===== src/rtl/serial_adder.sv =====
// Bit-serial adder: one full_adder cell walks two captured operands LSB-first,
// producing the registered WIDTH-bit sum and carry-out with a one-cycle done pulse.

module full_adder (
  input  logic Ain,
  input  logic Bin,
  input  logic Cin,
  output logic Sout,
  output logic Cout
);
  assign Sout = Ain ^ Bin ^ Cin;
  assign Cout = (Ain & Bin) | (Ain & Cin) | (Bin & Cin);
endmodule

module serial_adder #(
  parameter int WIDTH = 8
) (
  input  logic             clk,
  input  logic             reset,
  input  logic             start,
  input  logic [WIDTH-1:0] a_in,
  input  logic [WIDTH-1:0] b_in,
  input  logic             cin,
  output logic             busy,
  output logic             done,
  output logic [WIDTH-1:0] sum,
  output logic             cout
);
  localparam int CNT_W = $clog2(WIDTH);

  typedef enum logic {IDLE, SHIFT} state_t;

  state_t           state, state_next;
  logic [WIDTH-1:0] a_sh, a_sh_next;
  logic [WIDTH-1:0] b_sh, b_sh_next;
  logic [WIDTH-1:0] s_sh, s_sh_next;
  logic [WIDTH-1:0] sum_next;
  logic [CNT_W-1:0] cnt, cnt_next;
  logic             carry, carry_next;
  logic             cout_next, busy_next, done_next;
  logic             fa_sum, fa_cout;

  full_adder u_fa (
    .Ain  (a_sh[0]),
    .Bin  (b_sh[0]),
    .Cin  (carry),
    .Sout (fa_sum),
    .Cout (fa_cout)
  );

  always_comb begin
    state_next = state;
    a_sh_next  = a_sh;
    b_sh_next  = b_sh;
    s_sh_next  = s_sh;
    sum_next   = sum;
    cnt_next   = cnt;
    carry_next = carry;
    cout_next  = cout;
    busy_next  = busy;
    done_next  = 1'b0;
    case (state)
      IDLE: begin
        if (start) begin
          a_sh_next  = a_in;
          b_sh_next  = b_in;
          carry_next = cin;
          cnt_next   = '0;
          busy_next  = 1'b1;
          state_next = SHIFT;
        end
      end
      SHIFT: begin
        // Sum bits enter at the MSB so after WIDTH shifts bit 0 sits at the LSB.
        s_sh_next  = {fa_sum, s_sh[WIDTH-1:1]};
        carry_next = fa_cout;
        a_sh_next  = a_sh >> 1;
        b_sh_next  = b_sh >> 1;
        cnt_next   = cnt + 1'b1;
        if (cnt == CNT_W'(WIDTH - 1)) begin
          sum_next   = {fa_sum, s_sh[WIDTH-1:1]};
          cout_next  = fa_cout;
          done_next  = 1'b1;
          busy_next  = 1'b0;
          state_next = IDLE;
        end
      end
      default: state_next = IDLE;
    endcase
  end

  always_ff @(posedge clk) begin
    if (reset) begin
      state <= IDLE;
      a_sh  <= '0;
      b_sh  <= '0;
      s_sh  <= '0;
      sum   <= '0;
      cnt   <= '0;
      carry <= 1'b0;
      cout  <= 1'b0;
      busy  <= 1'b0;
      done  <= 1'b0;
    end else begin
      state <= state_next;
      a_sh  <= a_sh_next;
      b_sh  <= b_sh_next;
      s_sh  <= s_sh_next;
      sum   <= sum_next;
      cnt   <= cnt_next;
      carry <= carry_next;
      cout  <= cout_next;
      busy  <= busy_next;
      done  <= done_next;
    end
  end
endmodule

===== config.mk =====
export PLATFORM = sky130hd
export DESIGN_NAME = serial_adder
export DESIGN_NICKNAME = d
export VERILOG_FILES = /design/src/rtl/serial_adder.sv
export SDC_FILE = /design/constraint.sdc
export NUM_CORES = 1
export LEC_CHECK = 0
export BUFFER_PORTS_ARGS = -buffer_cell sky130_fd_sc_hd__buf_2
export CAP_MARGIN = 25
export CORE_MARGIN = 2
export CORE_UTILIZATION = 55
export CTS_BUF_LIST = sky130_fd_sc_hd__clkbuf_16
export DETAILED_ROUTE_END_ITERATION = 16
export GPL_ROUTABILITY_DRIVEN = 0
export GPL_TIMING_DRIVEN = 0
export MAX_ROUTING_LAYER = met4
export PLACE_DENSITY_LB_ADDON = 0.25
export REMOVE_ABC_BUFFERS = 1
export SYNTH_ARGS = -nofsm -noshare
export SYNTH_HDL_FRONTEND = slang
export SYNTH_HIERARCHICAL = 1
export SYNTH_SLANG_ARGS = --single-unit

===== constraint.sdc =====
create_clock -name clk -period 1.9 [get_ports clk]
set_input_delay 0.285 -clock clk [delete_from_list [all_inputs] [get_ports clk]]
set_output_delay 0.285 -clock clk [all_outputs]
set_load 0.02 [all_outputs]

## Yosys cells after proc, flatten, opt, wreduce, memory -nomap -nowiden

Cells that the tools add are included.

| storage, ports and cells | value |
|---|---|
| bits in registers | 40 |
| word-level logic and storage cells | 40 |

| operators by class | value |
|---|---|
| mux-type cells | 15 |
| bitwise logic cells | 8 |
| eq/ne operators | 3 |
| reductions and logical operators | 3 |
| $add $sub $neg | 1 |

Operators by type and width:

| operator | number |
|---|---|
| $pmux 8 s2 | 2 |
| $mux 8 | 2 |
| $mux 1 | 6 |
| $pmux 1 s2 | 3 |
| $pmux 3 s2 | 1 |
| $reduce_and 2->1 | 2 |
| $add 3x1->3 const B | 1 |
| $and 1x1->1 | 3 |
| $eq 3x3->1 const B | 1 |
| $mux 3 | 1 |
| $ne 2x1->1 const B | 1 |
| $ne 2x2->1 const B | 1 |
| $or 1x1->1 | 2 |
| $reduce_or 2->1 | 1 |
| $xor 1x1->1 | 2 |
| $not 1->1 | 1 |

## Logic depth before layout (Yosys ltp)

Gate-level depths: netlist of the first run.

| logic depth | value |
|---|---|
| word-level depth | 4 |
| depth in mapped cells | 6 |
| depth with buffers taken out | 4 |

## Cells and area by module

Netlist of the first run, hierarchy kept.

Modules (own cells, without submodules):

| module | cells each | area an instance (um^2) | instances |
|---|---|---|---|
| serial_adder | 164 | 1,725.4 | 1 |
| full_adder | 1 | 20.0 | 1 |

## Worst setup path after synthesis of the first run

OpenSTA, ideal clock, no wires.

| timing path | value |
|---|---|
| kind | register -> register |
| start point | reg cnt[0] |
| end point | reg state |
| path buffers | 2 |
| stages on the path, launching flop included | 6 |
| arrival | 1,198 ps |
| setup slack | 616 ps |
| setup time | 86 ps |
| cells stage by stage | dfxtp_1 -> ha_1 -> ha_1 -> clkbuf_2 -> buf_2 -> a211oi_1 |

| between the ends | value |
|---|---|
| longest elaborated chain between the ends | 3 |

Ends and longest elaborated chain:

| element | line | text |
|---|---|---|
| start: declaration | 38 | `logic [CNT_W-1:0] cnt, cnt_next;` |
| start signal: assignment | 110 | `cnt <= cnt_next;` |
| $eq 3x3->1 | 80 | `if (cnt == CNT_W'(WIDTH - 1)) begin` |
| $mux 1 | 80 |  |
| $pmux 1 s2 | 62 | `case (state)` |
| end signal: assignment | 105 | `state <= state_next;` |
| end: declaration | 33 | `state_t state, state_next;` |

No other way between the ends.
A chain may end at the register's enable or synchronous reset.

## Final worst setup path of the first run

| timing path | value |
|---|---|
| start point | reg state |
| end point | reg b_sh[1] |

| between the ends | value |
|---|---|
| longest elaborated chain between the ends | 2 |

Ends and longest elaborated chain:

| element | line | text |
|---|---|---|
| $not 1->1 | - |  |
| $pmux 8 s2 or $ne 2x2->1 (tied branches) | - |  |
| end signal: assignment | 107 | `b_sh <= b_sh_next;` |
| end: declaration | 35 | `logic [WIDTH-1:0] b_sh, b_sh_next;` |

Parallel ways exist; a longest one is shown, timed or not.

==> results of run 1 <==
-- Yosys cell counts --
library cell / instances / area share, %
a211oi_1: 7 / 3.0
a211oi_2: 9 / 6.5
a21bo_2: 10 / 5.7
a21oi_1: 12 / 3.4
a21oi_2: 1 / 0.50
buf_2: 7 / 2.0
buf_4: 2 / 0.86
buf_6: 3 / 1.9
clkbuf_1: 2 / 0.43
clkbuf_2: 1 / 0.29
dfxtp_1: 39 / 45
fa_1: 1 / 1.1
ha_1: 3 / 2.2
inv_1: 1 / 0.21
mux2i_1: 24 / 14
nand2_1: 3 / 0.65
nand2b_1: 2 / 0.72
nand3_1: 9 / 2.6
nor2_1: 9 / 1.9
nor2b_1: 15 / 5.4
nor3_1: 2 / 0.57
or3b_1: 3 / 1.5
-- where the power goes --
part	switching (mW)	internal (mW)	leakage, nW	total, mW
registers	0.0424	0.857	0.320	0.900
clock network	0.302	0.611	0.0812	0.913
logic	0.0796	0.0808	0.466	0.160
-- state kept, by name (all words and copies together), names as in the netlist --
name / count
a_sh: 8
busy: 1
state: 1
b_sh: 8
cout: 1
carry: 1
cnt: 3
done: 1
s_sh: 7
sum: 8
-- repair_timing --
item / CTS / global route
hold buffers: 0 / 0
buffers inserted: 0 / 0
endpoints found under the setup margin: 6 / 0
resized for setup: 1 / 0
-- through the flow --
stage	util (%)	setup TNS (ps)	area, um^2
after global placement	61.2	-10110	1850
after detailed placement	61.3	-94.2	1860
after CTS	66.8	0	2020
after floorplan	-	-1790	1650
after global routing	66.8	0	2020
final	66.8	0	2020
-- worst paths after layout --
check	start	end	slack (ps)
max	state	b_sh[1]	300
min	b_in[7]	b_sh[7]	310
max reg2reg	state	b_sh[1]	300
min reg2reg	s_sh[1]	sum[0]	490
-- worst register-to-register path, stage by stage (launching register included) --
cell and delay, ps:
dfxtp_4 690, inv_1 440, a211oi_1 370
-- final cells by class --
class,instances,share of cell area [%]
inverters,1,0.186
clock inverters,3,1.92
repair buffers,30,7.43
clock buffers,5,6.19
flip-flops and latches,39,38.8
well taps,44,2.72
multi-input cells,110,42.8
-- per-layer routing --
metal	vias to the layer above	global-route usage, %	wire length, um
met3	2	5.12	136
met4	0	9.52	13
met1	564	21.7	1340
met5	-	-	0
li1	624	-	-
met2	28	32.0	1530
-- logic make-up (layout without fill, tap and decap cells) --
family,Yosys count,in the layout,synth area share (%)
buffers and inverters,16,39,5.73
AO/OA/AOI/OAI,39,39,19.1
AND/OR/NAND/NOR,43,43,13.3
flip-flops,39,39,44.7
multiplexers,24,24,13.8
adder cells (fa/ha/maj),4,4,3.30
==> results.md, run 1 <==
- Status: finished, final reports clean
- Number of buffers and inverters on the critical path: 1
- Vias in the first global route: approximately 1200
- Worst Tran Pin Value: 798 ps
- CP max FO: 54
- CP Cell Sequence: inv_1 -> a211oi_1
- Fillers: 255
- Power, Total: 1.97 mW
- Grt total ovfl: 0
- Non-Filler Instances: roughly 230
- Synth Instances: approximately 170
- Peak VDD IR: around 0.6 mV
- Num rows: 20
- Worst EP arrival: 1770 ps
- I/O pins: 31
- Static Leak: ~0.87 nW
- Worst path required time: between 2000 and 2500 ps
- DRC: 0
- Hold Violations, Final: 0
- Initial Utilization: around 58%
- Clock latency on the worst-skew pair: ~280 ps
- Port-buffer cells: 30
- H-tree Lvls: 2
- Overall routing resource usage: 19.4%
- Yosys warnings: 6
- Crit start category: flop
- Via count: about 1200
- Commonest non-fill, non-tap cells in the layout: dfxtp_1 (38), buf_2 (30), mux2i_1 (24), nor2b_1 (15), a21oi_1 (12)
- CTS max path bufs: 2
- Placed Cells incl. Taps: between 200 and 250
- Die area: between 3000 and 4000 um^2
- Slowest-stage cell, CP: dfxtp_4
- Core ar.: roughly 3000 um^2
- First-pass GRT wire length: approximately 5000 um
- Register area: approximately 780 um^2
- Area Growth Syn to Fin: 15.8%
- Max Freq: 623 MHz
- Clock-pin slew on the worst setup and hold paths: about 50 ps
- Nets: 211
- Hold WC Path Type: in2reg
- Max-slew violations: 0
- Hpwl dp: 1880 um
- CP endpoint kind: flop
- Die height: 60.3 um
- Post-Syn Area: 1750 um^2
- Hold path depth: 3
- Via density per instance: between 5 and 6
- PwrDens: between 900 and 1000 nW/um^2
- Max Cap Viol: 0
- Final wirelength: around 3000 um
- Initial antenna violation count: 0
- Worst path top cell family by delay: flip-flops
- Slew headroom: between 40% and 50%
- Pin count of the biggest net entering global routing: between 50 and 60
- DRT antenna net count: 0
- Length in cells of the worst reg-to-reg path: 2
- Synth Area per Inst: approximately 11 um^2
- TritonCTS Buffers: 5
- Final setup margin: slightly below 300 ps
- Die Wd: roughly 60 um
- Period utilization: 84.4%
- Drt wl/cell: between 10 and 15 um
- Leading cell type in the layout, fill and taps excluded: dfxtp_1
- Setup violators final: 0
- Diode count: 0
- Layout cells sized above 1: between 30% and 40%
- CTS tree: done
- Root buf cell: clkbuf_16
- Clock Sinks: 39
- Synthesis-stage register bit count: 39
- Register area share after synthesis: between 40% and 50%
- Synth unique cells: 22
- WS Path Type: reg2reg
- Final min period: between 1500 and 2000 ps
- Multi-input logic area: 865 um^2
- Starting DRT DRC Count: 44
- Pre-antenna DRT Iters: 4
- Highest cell delay on the worst timing path: slightly below 700 ps
- Critical path depth: 2
- Layout Skew: between 4 and 5 ps
- RSZ-0062 raised after global routing: no
- Hold WS: between 300 and 400 ps
- Pre-CTS WS: -56.4 ps
No activity file was read; power rests on OpenSTA's default activity.
==> inputs of run 2 (changes only) <==
Settings changed: CORE_UTILIZATION 55 to 54.
Clock period 1.9 ns to 1.6 ns, I/O delays scaled along.
==> results.md, run 2 (synthesized netlist as in run 1, its figures left out) <==
- Root buf cell: clkbuf_16
- Clock Sinks: 39 (unchanged)
- PwrDens: 1080 nW/um^2 (+10%)
- Hold Violations, Final: 0 (unchanged)
- Hold path depth: 3 (unchanged)
- Worst path top cell family by delay: flip-flops
- DRT antenna net count: 0 (unchanged)
- Area Growth Syn to Fin: 14.6%
- Status: finished, final reports clean
- Clock-pin slew on the worst setup and hold paths: 50 ps (about the same)
- Slowest-stage cell, CP: dfxtp_4
- Hold WS: 255 ps (-51.3 ps)
- Hpwl dp: 1930 um (+2.6%)
- Die height: 60.9 um (+0.86%)
- DRC: 0 (unchanged)
- Biggest registers after layout: a_sh: 8 flops, b_sh: 8 flops, sum: 8 flops
- Core ar.: 3050 um^2 (+0.83%)
- Max-slew violations: 0 (unchanged)
- Vias in the first global route: 1139 (-2.1%)
- Worst path required time: 1780 ps (-290 ps)
- Slew headroom: 47.1% (+0.35 points)
- RSZ-0062 raised after global routing: no
- Nets: 212 (+0.47%)
- First-pass GRT wire length: 5040 um (+0.26%)
- Grt total ovfl: 0 (unchanged)
- CP max FO: 54 (unchanged)
- Peak VDD IR: 0.761 mV (+27%)
- Initial antenna violation count: 0 (unchanged)
- Pre-CTS WS: -359 ps (-303 ps)
- Crit start category: flop
- Via density per instance: 5.33 (+1.5%)
- Max Cap Viol: 0 (unchanged)
- Drt wl/cell: 13.2 um (+1.9%)
- Num rows: 20 (unchanged)
- CTS Hold Bufs: 0 (unchanged)
- Diode count: 0 (unchanged)
- Leading cell type in the layout, fill and taps excluded: dfxtp_1
- CP Cell Sequence: clkinvlp_4 -> buf_4 -> a211oi_1
- Commonest non-fill, non-tap cells in the layout: dfxtp_1 (38), buf_2 (30), mux2i_1 (24), nor2b_1 (15), a21oi_1 (12)
- Worst Tran Pin Value: 793 ps (-5.32 ps)
- Initial Utilization: 57.2% (-0.47 points)
- TritonCTS Buffers: 5 (unchanged)
- CTS tree: done
- CP endpoint kind: flop
- CTS max path bufs: 2 (unchanged)
- Period utilization: 88.4% (+3.9 points)
- Hold WC Path Type: in2reg
- Static Leak: 0.850 nW (-1.9%)
- Final wirelength: 3060 um (+1.4%)
- Final min period: 1410 ps (-191 ps)
- Pre-antenna DRT Iters: 4 (unchanged)
- Via count: 1231 (+1.1%)
- Pin count of the biggest net entering global routing: 55 (unchanged)
- Starting DRT DRC Count: 68 (+55%)
- Setup TNS: 0 ps (unchanged)
- Die area: 3700 um^2 (+1.7%)
- Number of buffers and inverters on the critical path: 2 (+1)
- WS Path Type: reg2reg
- Die Wd: 60.9 um (+0.86%)
- Port-buffer cells: 30 (unchanged)
- Critical path depth: 3 (+1)
- Core Util, Final: 65.5% (-1.2 points)
- Layout Skew: 2.03 ps (-2.53 ps)
- Layout cells sized above 1: 31.6% (+0.70 points)
- Worst EP arrival: 1590 ps (-180 ps)
- Overall routing resource usage: 19.3% (-0.078 points)
- Highest cell delay on the worst timing path: 690 ps (about the same)
- Max Freq: 707 MHz (+13%)
- Final setup margin: 186 ps (-109 ps)
- Clock latency on the worst-skew pair: 280 ps (about the same)
- Length in cells of the worst reg-to-reg path: 3 (+1)
- H-tree Lvls: 2 (unchanged)
- Setup violators final: 0 (unchanged)
- I/O pins: 31 (unchanged)
run 2: changes by cell type in the layout (fill, tap and decap cells not counted), sizes merged:
cell,previous run,this run
clkinvlp,0,1
bufinv,1,0
buf,30,31
clkinv,2,0
run 2: area by class of cell:
| cell class | count | area (um^2) |
|---|---|---|
| repair buffers | 31 | 158 |
| flip-flops and latches | 39 | 785 |
| well taps | 44 | 55.1 |
| multi-input cells | 110 | 867 |
| inverters | 1 | 7.51 |
| clock inverters | 1 | 3.75 |
| fillers | 242 | 1050 |
| clock buffers | 5 | 125 |
run 2: layer usage:
metal  global-route usage (%)  routed length (um)  share of wire, %  vias to the layer above
met5                        -                   0                 0                        -
met4                     9.32                  67               2.2                        0
met3                     5.12                 124               4.1                        9
met2                     30.0                1510                49                       28
met1                     23.3                1360                44                      572
li1                         -                   -                 -                      622
run 2: what timing repair did:
action / 4_1_cts / 5_1_grt
endpoints found under the setup margin: 15 / 23
endpoints found under the hold margin: 0 / 0
gates resized for setup: 1 / 2
setup buffers: 0 / 1
run 2: power breakdown:
| part | switching [mW] | internal, mW |
|---|---|---|
| sequential | 0.0501 | 1.02 |
| clock | 0.341 | 0.553 |
| combinational | 0.0951 | 0.0988 |
| total | 0.486 | 1.67 |
run 2: final timing paths:
check	startpoint	end	slack, ps
worst max-delay path	state	a_sh[6]	190
worst min-delay path	a_in[7]	a_sh[7]	250
worst min register to register	s_sh[1]	sum[0]	480
worst max register to register	state	a_sh[6]	190
run 2: through the flow:
step	area, um^2	power [mW]	std cells
final	2000	2.16	231
after global routing	2000	2.25	231
after CTS	1990	2.17	230
after detailed placement	1860	1.28	224
after global placement	1850	1.27	224
after floorplan	1650	1.20	150
run 2: tightest hold or removal path: stages:
cell and delay, ps:
buf_2 80, mux2i_1 50, nor3_1 110
